### src/rtl/lifo_arbiter.sv
`timescale 1ns/1ps
// lifo_arbiter: two requesters share one 8-deep LIFO through a req/ack handshake; full/empty rejects return an error ack.
// Latency from the sampling IDLE cycle: push ack +2, pop ack +3, error ack +1.
// Backpressure: one request is in flight at a time; the loser holds req until it is granted.
// Optional feature: define LIFO_ARB_RR_EN for round-robin tie-break (default is fixed priority, requester 0 wins).
module lifo_arbiter #(
  parameter int DW = 8
) (
  input  logic          clock,
  input  logic          reset,
  input  logic          req0,
  input  logic          op0,
  input  logic [DW-1:0] wdata0,
  output logic          ack0,
  output logic          err0,
  input  logic          req1,
  input  logic          op1,
  input  logic [DW-1:0] wdata1,
  output logic          ack1,
  output logic          err1,
  output logic [DW-1:0] rdata,
  output logic          busy,
  output logic          lifo_wn,
  output logic          lifo_rn,
  output logic [DW-1:0] lifo_din,
  input  logic [DW-1:0] lifo_dout,
  input  logic          lifo_full,
  input  logic          lifo_empty
);

  typedef enum logic [1:0] {
    S_IDLE  = 2'd0,
    S_ISSUE = 2'd1,
    S_WAIT  = 2'd2,
    S_ACK   = 2'd3
  } state_t;

  state_t        state_q, state_d;
  logic          gnt_q, gnt_d;      // granted requester id
  logic          op_q, op_d;        // 1 = push, 0 = pop
  logic          err_q, err_d;      // request rejected on full/empty
  logic [DW-1:0] wdata_q, wdata_d;
  logic [DW-1:0] rdata_q, rdata_d;
  logic          pick;              // requester that wins arbitration this cycle
  logic          take;              // a request is accepted this cycle

  assign take = (state_q == S_IDLE) && (req0 || req1);

`ifdef LIFO_ARB_RR_EN
  logic last_q, last_d;

  // Round-robin pick: on a tie the requester not granted last time wins
  always_comb begin
    pick   = (req0 && req1) ? ~last_q : ~req0;
    last_d = take ? pick : last_q;
  end

  // Last-grant pointer; resets to 1 so requester 0 wins the first tie
  always_ff @(posedge clock or posedge reset) begin
    if (reset) last_q <= 1'b1;
    else       last_q <= last_d;
  end
`else
  // Fixed priority pick: requester 0 always wins a tie
  always_comb begin
    pick = ~req0;
  end
`endif

  // FSM state register
  always_ff @(posedge clock or posedge reset) begin
    if (reset) state_q <= S_IDLE;
    else       state_q <= state_d;
  end

  // FSM next-state; rejected requests skip straight to ACK with no strobe
  always_comb begin
    state_d = state_q;
    case (state_q)
      S_IDLE:  if (take) state_d = err_d ? S_ACK : S_ISSUE;
      S_ISSUE: state_d = op_q ? S_ACK : S_WAIT;
      S_WAIT:  state_d = S_ACK;
      S_ACK:   state_d = S_IDLE;
      default: state_d = S_IDLE;
    endcase
  end

  // Request latch on grant, full/empty check, and popped-data capture in WAIT
  always_comb begin
    gnt_d   = gnt_q;
    op_d    = op_q;
    err_d   = err_q;
    wdata_d = wdata_q;
    rdata_d = rdata_q;
    if (take) begin
      gnt_d   = pick;
      op_d    = pick ? op1 : op0;
      wdata_d = pick ? wdata1 : wdata0;
      err_d   = op_d ? lifo_full : lifo_empty;
    end
    if (state_q == S_WAIT) rdata_d = lifo_dout;
  end

  // Datapath registers
  always_ff @(posedge clock or posedge reset) begin
    if (reset) begin
      gnt_q   <= 1'b0;
      op_q    <= 1'b0;
      err_q   <= 1'b0;
      wdata_q <= '0;
      rdata_q <= '0;
    end else begin
      gnt_q   <= gnt_d;
      op_q    <= op_d;
      err_q   <= err_d;
      wdata_q <= wdata_d;
      rdata_q <= rdata_d;
    end
  end

  // Outputs decoded from registered state so reset forces them low at once
  always_comb begin
    busy     = (state_q != S_IDLE);
    ack0     = (state_q == S_ACK) && !gnt_q;
    ack1     = (state_q == S_ACK) &&  gnt_q;
    err0     = ack0 && err_q;
    err1     = ack1 && err_q;
    lifo_wn  = (state_q == S_ISSUE) &&  op_q;
    lifo_rn  = (state_q == S_ISSUE) && !op_q;
    lifo_din = lifo_wn ? wdata_q : '0;
    rdata    = rdata_q;
  end

endmodule

### config.mk
export PLATFORM = sky130hd
export DESIGN_NAME = lifo_arbiter
export DESIGN_NICKNAME = d
export VERILOG_FILES = /design/src/rtl/lifo_arbiter.sv
export SDC_FILE = /design/constraint.sdc
export NUM_CORES = 1
export LEC_CHECK = 0
export CAP_MARGIN = 0
export CORE_UTILIZATION = 39
export CTS_BUF_LIST = sky130_fd_sc_hd__clkbuf_16
export CTS_CLUSTER_DIAMETER = 120
export CTS_CLUSTER_SIZE = 25
export DETAILED_ROUTE_END_ITERATION = 10
export PLACE_DENSITY_LB_ADDON = 0.25
export SYNTH_ARGS = -nofsm -noshare
export SYNTH_HDL_FRONTEND = slang
export SYNTH_SLANG_ARGS = --single-unit
export TNS_END_PERCENT = 5
### constraint.sdc
create_clock -name clock -period 1.6 [get_ports clock]
set_clock_uncertainty 0.1 [all_clocks]
set_input_delay 0.48 -clock clock [delete_from_list [all_inputs] [get_ports clock]]
set_output_delay 0.48 -clock clock [all_outputs]
set_load 0.03 [all_outputs]
==> results of run 1 <==
## worst register-to-register path: stages (launching register included)
cell and delay [ps]:
dfrtp_1 390, buf_6 130, inv_4 50, buf_4 100, ha_2 190, nor3b_4 260
nand2_1 120, o21ai_1 120, o21a_1 140
## final timing paths
path,to,slack [ps],startpoint,depth (start not counted)
worst max-delay path,lifo_din[5],-370,state_q[1],6
max in group asynchronous,err_q,700,reset,3
min in group clock,wdata_q[0],390,wdata_q[0],2
worst max register to register,state_q[1],-60,state_q[1],8
worst min register to register,wdata_q[0],390,wdata_q[0],2
worst min-delay path,rdata[3],340,reset,2
## flip-flops by register name (all words and copies together), names as in the netlist
register,flops
err_q,1
gnt_q,1
op_q,1
rdata,8
state_q,2
wdata_q,8
## placed cells by master, fill, tap and decap left out
cell / count
and3_1: 5
nor2b_2: 1
mux2_2: 8
o21a_1: 1
ha_2: 2
buf_4: 13
o21ai_2: 2
clkdlybuf4s15_1: 4
buf_6: 13
clkdlybuf4s15_2: 1
inv_1: 3
clkbuf_2: 2
dlygate4sd2_1: 3
o21ai_1: 4
o31ai_1: 2
buf_12: 3
clkbuf_16: 3
clkinvlp_4: 1
clkdlybuf4s50_1: 30
nand2_1: 14
o21ai_0: 7
nor2b_1: 1
ha_4: 1
nor3b_4: 1
inv_4: 1
and2_4: 1
mux2i_1: 10
ha_1: 2
and3_4: 4
nor2_1: 3
and2_1: 1
dfrtp_1: 21
## per-stage QoR
stage,utilization [%],std cells,worst slack [ps],total power (W)
finish,75.0,198,-371,0.00351
global route,75.0,198,-411,0.00374
CTS,74.9,198,-354,0.00348
detailed placement,67.3,191,-365,0.00279
global placement,67.3,191,-332,0.00272
floorplan,-,100,-56.9,0.00201
## synthesized netlist by cell type, types with 3 or more instances
| cell | number | area, sq um |
|---|---|---|
| and3_1 | 9 | 56.3 |
| inv_1 | 4 | 15.0 |
| mux2_2 | 8 | 90.1 |
| o21ai_0 | 9 | 45.0 |
| ha_1 | 5 | 62.6 |
| mux2i_1 | 10 | 100 |
| nor2_1 | 3 | 11.3 |
| nand2_1 | 14 | 52.6 |
| dfrtp_1 | 21 | 526 |
| buf_2 | 3 | 15.0 |
## report_power, final
| group | switching, W | internal (W) |
|---|---|---|
| sequential | 0.000181 | 0.000803 |
| combinational | 0.00102 | 0.000974 |
| clock | 0.000196 | 0.000338 |
## layer usage
| metal | wire length (microns) | global-route usage (%) | part of all wire [%] |
|---|---|---|---|
| met1 | 1170 | 25.1 | 41 |
| met2 | 1540 | 39.8 | 54 |
| met3 | 122 | 2.50 | 4.3 |
| met4 | 0 | 3.85 | 0 |
| met5 | 0 | 0 | 0 |
## what timing repair did
item / 4_1_cts / 5_1_grt
endpoints found under the hold margin: 0 / 0
cloned: 0 / 0
hold buffers: 0 / 0
gates resized for setup: 37 / 11
buffers inserted: 3 / 0
pin swaps: 2 / 1
setup endpoints to repair: 34 / 31
## cells by family after synthesis
kind of cell	count (synthesis)
buffers and inverters	9
multiplexers	18
flip-flops	21
AND/OR/NAND/NOR	31
adder cells (fa/ha/maj)	5
AO/OA/AOI/OAI	16
## cell type report
type,instances,area (sq um)
fill,181,636
clock inverter,1,7.51
clock buffer,3,75.1
tap,30,37.5
timing repair buffer,69,692
multi-input combinational,70,554
inverter,4,17.5
sequential,21,526
==> results by group, run 1 <==
Synth
  • Warnings, synthesis: 0
  • Synth async-reset ratio: 100%
  • Largest family of logic cells by synthesized area: multiplexers
  • Cell Area, Synth: 1080 sq um
  • Netlist cell types: 19
  • Synth Area in Compound Gates: 8.79%
  • Ys flop type: dfrtp_1
  • Post-synthesis sequential area ratio: 48.6%
  • Post-Synth XOR/XNOR Area: 0%
  • Synth Area in Simple Gates: 15.1%
  • Syn Area/Cell: 10.8 sq um
  • Flops & latches, synth: 21
  • Post-synth EDFFs: 0
  • Synth Instances: 100
  • Post-Synth Adder-Cell Area: 5.78%
  • Post-synthesis mux area share: 17.6%
  • Mapped Nets: 137

Floorplan
  • Die Y: 54.7 microns
  • Core area: 2540 sq um
  • Initial Util: 42.5%
  • Cell row count: 18
  • Die X: 54.7 microns
  • Die footprint: 2990 sq um
  • I/O Pins: 55

Routing
  • DRT antenna net count: 0
  • Avg WL per Cell: 14.3 microns
  • Final WL: 2830 microns
  • Via count of the routed design: 965
  • Via-per-instance ratio: 4.87
  • Drt first pass iters: 4
  • DRC viols: 0
  • Initial drt markers: 9

STA
  • Final Worst Setup Slack: -371 ps
  • Endpoints failing hold: 0
  • Slew @ Worst Pin: 362 ps
  • Final TNS setup: -4630 ps
  • Tcrit/Tclk final: 123%
  • Fin. max-slew vios: 0
  • Min Hold Slack: 342 ps
  • RSZ-0062 raised after global routing: true
  • Post-route minimum period: 1970 ps
  • Max_slew headroom: 75.9%
  • Final Setup Violations: 16
  • Highest Clock Rate: 507 MHz

Power
  • VDD IR max: 1130 uV
  • Leakage power: 0.899 nW
  • Pwr per Cell Area: 1840 nW/um^2

Setup path
  • WP data arrival: 1390 ps
  • Crit path required time: 1020 ps
  • Crit path cell chain: buf_6 > inv_4 > ha_4 > buf_6 > and3_4 > buf_6
  • Worst path bufs/invs: 4
  • Crit Path Max Fanout: 5
  • CP delay by family, top: buffers and inverters
  • Most Frequent Cell on Critical Path: buf_6
  • Crit-path slowest cell: dfrtp_1
  • Critical path launch point type: flop
  • Crit end category: output pin
  • CP max stage delay: 390 ps
  • CP Class: flop to output pin

Min path
  • Worst min-delay path class: input pin to asynchronous set/reset pin

Finish
  • Area Growth Syn to Fin: 76.4%
  • Number of diodes: 0
  • Nets: 206
  • Share of cells above drive strength 1: 33.9%
  • Final instance area: 1910 sq um

Run status
  • Status: finished, violations left
  • Violated checks: negative setup slack

Global routing
  • GR Overflow Total: 0
  • Largest net degree at the start of global routing: 18
  • Gr usage total: 21.0%
  • First-pass GRT wire length: 4340 microns
  • Antenna violations before repair: 0
  • Vias in the first global route: 929

Place
  • Post-DP HPWL: 2040 microns
  • GPL Wtd Cong: 0.748
  • Cell Area, Placed: 1710 sq um
  • IO buf count: 54

Run
  • Maxcap violations: 0

Clock tree
  • CTS tree: built
  • Clock latency on the worst-skew pair: 250 ps
  • CTS Root Cell: clkbuf_16
  • Clk sinks: 21
  • H-tree Lvls: 1
  • CTS buffer count: 3
  • CTS max path bufs: 2
  • Clock transition at the registers of the reported paths: 60 ps
No activity file was read; power rests on OpenSTA's default activity.
==> run 2: changes to the inputs <==
--- a/config.mk
+++ b/config.mk
@@ -6,6 +6,7 @@
 export NUM_CORES = 1
 export LEC_CHECK = 0
 export CAP_MARGIN = 0
+export CORE_MARGIN = 3
 export CORE_UTILIZATION = 39
 export CTS_BUF_LIST = sky130_fd_sc_hd__clkbuf_16
 export CTS_CLUSTER_DIAMETER = 120
==> run 2 against run 1 <==
The flow still finishes with violations (negative setup slack). Design area down 1.6%. Global-route usage decreased by 3.6 points. Utilization is 1.8 points lower.
==> results by group, run 2 (synthesis gave the netlist of run 1 again) <==
Setup path
  • Crit Path Max Fanout: 10
  • CP Class: flop to output pin
  • R2R cell count: 7
  • WP data arrival: 1270 ps
  • Crit end category: output pin
  • Crit path required time: 1020 ps
  • Critical path launch point type: flop

STA
  • RSZ-0062 raised after global routing: true
  • Final Worst Setup Slack: -248 ps
  • Final TNS setup: -3420 ps
  • Max_slew headroom: 77.1%
  • Tcrit/Tclk final: 116%
  • Highest Clock Rate: 541 MHz
  • Slew @ Worst Pin: 344 ps
  • Fin. max-slew vios: 0
  • Endpoints failing hold: 0
  • Final Setup Violations: 15
  • Post-route minimum period: 1850 ps

Finish
  • Commonest non-fill, non-tap cell in the layout: clkdlybuf4s50_1
  • Nets: 201
  • Number of diodes: 0
  • Fin cells: 193
  • Most frequent cells in the layout: clkdlybuf4s50_1 (30), dfrtp_1 (21), buf_6 (15)
  • Area Growth Syn to Fin: 73.6%
  • Share of cells above drive strength 1: 31.3%
  • Fin util: 73.2%
  • Final instance area: 1880 sq um

Clock tree
  • CTS Root Cell: clkbuf_16
  • CTS tree: built
  • Clk sinks: 21
  • CTS buffer count: 3
  • Clock latency on the worst-skew pair: 260 ps
  • Clock transition at the registers of the reported paths: 60 ps
  • CTS max path bufs: 2
  • H-tree Lvls: 1

Floorplan
  • Die footprint: 3440 sq um
  • Die X: 58.7 microns
  • I/O Pins: 55
  • Initial Util: 42.2%
  • Die Y: 58.7 microns
  • Core area: 2570 sq um
  • Cell row count: 18

Global routing
  • Vias in the first global route: 1021
  • GR Overflow Total: 0
  • Largest net degree at the start of global routing: 22
  • Antenna violations before repair: 0
  • Gr usage total: 17.4%
  • First-pass GRT wire length: 4540 microns

Run
  • Maxcap violations: 0

Min path
  • Worst min-delay path class: flop to flop
  • Hold depth: 2

Place
  • IO buf count: 54
  • Cell Area, Placed: 1670 sq um
  • Dpl ws: -346 ps
  • GPL Wtd Cong: 0.779
  • Post-DP HPWL: 1980 microns
  • Placed insts: 188

Routing
  • Drt first pass iters: 4
  • Via-per-instance ratio: 5.00
  • Initial drt markers: 13
  • Via count of the routed design: 965
  • Avg WL per Cell: 13.8 microns
  • DRC viols: 0
  • Final WL: 2670 microns
  • DRT antenna net count: 0

Power
  • Pwr per Cell Area: 1830 nW/um^2
  • VDD IR max: 1290 uV
  • Leakage power: 0.873 nW

Run status
  • Violated checks: negative setup slack
  • Status: finished, violations left
run 2: cell count changes in the layout (fill, tap and decap cells not counted), moves of 2 or more:
| cell | before | now |
|---|---|---|
| ha_4 | 1 | 3 |
| inv_2 | 0 | 2 |
| clkbuf_2 | 2 | 0 |
| buf_6 | 13 | 15 |
| clkdlybuf4s15_1 | 4 | 6 |
| buf_4 | 13 | 10 |
| buf_12 | 3 | 1 |
| ha_2 | 2 | 0 |
run 2: critical path: stages (launching register included):
cell and delay, ps:
dfrtp_1 390, buf_6 120, ha_4 180, and3_1 180, buf_6 140
run 2: power breakdown:
| group | total [W] | switching (W) | internal, W |
|---|---|---|---|
| clock network | 0.000543 | 0.000204 | 0.000339 |
| logic | 0.00193 | 0.000999 | 0.000927 |
| registers | 0.000977 | 0.000174 | 0.000803 |
| total | 0.00345 | 0.00138 | 0.00207 |
run 2: path summary, 6_finish.rpt:
kind,start,to,slack (ps)
max,state_q[0],lifo_din[3],-250
min,wdata_q[5],wdata_q[5],380
max reg2reg,state_q[0],state_q[1],20
min reg2reg,wdata_q[5],wdata_q[5],380
max in group asynchronous,reset,op_q,730
min in group asynchronous,reset,rdata[1],460
run 2: layout make-up:
type,instances,area (sq um)
clock buffer,3,75.1
clock inverter,1,7.51
fill,193,688
inverter,4,15.0
multi-input combinational,70,577
sequential,21,526
tap,30,37.5
timing repair buffer,64,642
run 2: what timing repair did:
| item | 4_1_cts | 5_1_grt |
|---|---|---|
| buffers inserted | 1 | 0 |
| hold endpoints to repair | 0 | 0 |
| gates resized for setup | 29 | 14 |
| hold buffers | 0 | 0 |
| pin swaps | 1 | 1 |
| endpoints found under the setup margin | 34 | 30 |
run 2: through the flow:
step,power (W),hold slack (ps)
floorplan,0.00201,343
global placement,0.00269,356
detailed placement,0.00275,366
CTS,0.00340,379
global route,0.00370,397
finish,0.00345,376
run 2: per-layer routing:
layer	wire length (microns)	global-route usage, %	part of all wire [%]	vias to the layer above
li1	-	-	-	470
met1	1010	19.1	38	448
met2	1400	33.5	52	41
met3	201	3.07	7.5	6
met4	54	5.83	2.0	0
met5	0	0	0	-
==> run 3: changes to the inputs <==
--- a/config.mk
+++ b/config.mk
@@ -6,6 +6,7 @@
 export NUM_CORES = 1
 export LEC_CHECK = 0
 export CAP_MARGIN = 0
+export CORE_ASPECT_RATIO = 0.5
 export CORE_MARGIN = 3
 export CORE_UTILIZATION = 39
 export CTS_BUF_LIST = sky130_fd_sc_hd__clkbuf_16
@@ -13,6 +14,7 @@
 export CTS_CLUSTER_SIZE = 25
 export DETAILED_ROUTE_END_ITERATION = 10
 export PLACE_DENSITY_LB_ADDON = 0.25
+export SLEW_MARGIN = 30
 export SYNTH_ARGS = -nofsm -noshare
 export SYNTH_HDL_FRONTEND = slang
 export SYNTH_SLANG_ARGS = --single-unit
==> constraint.sdc (replaced) <==
create_clock -name clock -period 1.6 [get_ports clock]
set_clock_uncertainty 0.1 [all_clocks]
set_input_delay 0.32 -clock clock [delete_from_list [all_inputs] [get_ports clock]]
set_output_delay 0.32 -clock clock [all_outputs]
set_load 0.03 [all_outputs]
==> run 3 against run 2 <==
The flow still finishes with violations (negative setup slack). Combinational power fell by 4%. Sequential power rose by 2%. Fmax rose by 7.3%. Hold slack got worse by 83 ps. Via count fell by 1.5%. Register-to-register slack improved by 70 ps. Total power fell by 2.5%. First-iteration DRC count rose by 46%. Design area fell by 0.20%.
==> results by group, run 3 (synthesis gave the netlist of run 1 again) <==
Clock tree
  • Hold-fix buffers, CTS: 0
  • Clk sinks: 21
  • CTS buffer count: 3
  • CTS max path bufs: 2
  • H-tree Lvls: 1
  • Clock latency on the worst-skew pair: 250 ps
  • Clock transition at the registers of the reported paths: 50 ps
  • CTS Root Cell: clkbuf_16
  • CTS tree: built

STA
  • Final TNS setup: -1390 ps
  • Highest Clock Rate: 581 MHz
  • RSZ-0062 raised after global routing: true
  • Endpoints failing hold: 0
  • Fin. max-slew vios: 0
  • Max_slew headroom: 72.6%
  • Post-route minimum period: 1720 ps
  • Slew @ Worst Pin: 411 ps
  • Min Hold Slack: 293 ps
  • Tcrit/Tclk final: 108%
  • Final Worst Setup Slack: -122 ps
  • Final Setup Violations: 14

Finish
  • Share of cells above drive strength 1: 33.1%
  • Commonest non-fill, non-tap cell in the layout: clkdlybuf4s50_1
  • Final instance area: 1880 sq um
  • Register Area: 527 sq um
  • Multi-input logic area: 587 sq um
  • Fillers: 167
  • Nets: 201
  • Area Growth Syn to Fin: 73.3%
  • Number of diodes: 0
  • Most frequent cells in the layout: clkdlybuf4s50_1 (31), dfrtp_1 (20), buf_6 (15)

Setup path
  • Most Frequent Cell on Critical Path: buf_6
  • Crit path required time: 1180 ps
  • CP max stage delay: 440 ps
  • CP Class: flop to output pin
  • WP data arrival: 1300 ps
  • Worst path bufs/invs: 2
  • CP delay by family, top: flip-flops
  • Crit end category: output pin
  • Crit-path slowest cell: dfrtp_2
  • Crit path cell chain: ha_4 > buf_6 > and3_1 > buf_6
  • Crit Path Max Fanout: 5
  • Critical path launch point type: flop

Power
  • Leakage power: 0.871 nW
  • Pwr per Cell Area: 1790 nW/um^2
  • VDD IR max: 1110 uV
  • Final Power: 0.00336 W

Routing
  • Final WL: 2590 microns
  • DRT antenna net count: 0
  • Avg WL per Cell: 13.1 microns
  • Initial drt markers: 19
  • DRC viols: 0
  • Via-per-instance ratio: 4.80
  • Via count of the routed design: 951
  • Drt first pass iters: 4

Floorplan
  • Die footprint: 3480 sq um
  • Initial Util: 44.8%
  • Cell row count: 12
  • Die X: 80.5 microns
  • Core area: 2420 sq um
  • I/O Pins: 55
  • Die Y: 43.3 microns

Global routing
  • Vias in the first global route: 960
  • Largest net degree at the start of global routing: 22
  • Gr usage total: 15.0%
  • First-pass GRT wire length: 3960 microns
  • Antenna violations before repair: 0
  • GR Overflow Total: 0

Min path
  • Worst min-delay path class: input pin to asynchronous set/reset pin

Run status
  • Violated checks: negative setup slack
  • Status: finished, violations left

Place
  • IO buf count: 54
  • GPL Wtd Cong: 0.770
  • Cell Area, Placed: 1640 sq um
  • Post-DP HPWL: 1840 microns

Run
  • Maxcap violations: 0
==> run 3: cell count changes in the layout (fill, tap and decap cells not counted), moves of 3 or more <==
cell             delta
and3_4              +3
and3_1              -3
clkdlybuf4s15_1     -6
dlygate4sd2_1       +6
==> run 3: where the power goes <==
part	switching, W	internal (W)
clock	0.000173	0.000332
sequential	0.000189	0.000806
combinational	0.000974	0.000885
==> run 3: per-stage QoR <==
stage,instances,setup slack [ps],utilization (%)
CTS,193,-103,73.4
floorplan,100,86.6,-
finish,198,-122,77.6
global route,198,-179,77.6
global placement,189,-161,67.8
detailed placement,189,-186,67.8
==> run 3: layer usage <==
metal	share of wire, %	track usage, %
met5	0	0
met4	0.54	6.06
met3	8.2	5.72
met2	51	28.9
met1	40	14.2
==> run 3: layout make-up <==
| type | instances | area share [%] |
|---|---|---|
| Timing Repair Buffer | 64 | 33.3 |
| Multi-Input combinational cell | 70 | 31.3 |
| Sequential cell | 21 | 28.1 |
| Clock buffer | 3 | 4.00 |
| Tap cell | 35 | 2.33 |
| Inverter | 4 | 0.801 |
| Clock inverter | 1 | 0.200 |
==> run 3: worst paths after layout <==
path | from | to | slack [ps] | cells after the start
max | state_q[0] | lifo_din[5] | -120 | 4
min | reset | rdata[3] | 290 | 3
max reg2reg | state_q[1] | state_q[1] | 90 | 7
min reg2reg | wdata_q[1] | wdata_q[1] | 380 | 2
max in group asynchronous | reset | state_q[0] | 880 | 3
min in group clock | wdata_q[1] | wdata_q[1] | 380 | 2
==> run 3: worst min-delay path: stages <==
cell             delay, ps
clkdlybuf4s50_1        390
inv_1                   50
buf_4                  260
==> run 3: repair_timing <==
| item | in CTS | in global routing |
|---|---|---|
| pin swaps | 1 | 2 |
| gates resized for setup | 28 | 15 |
| buffers inserted | 0 | 5 |
| setup endpoints to repair | 23 | 17 |
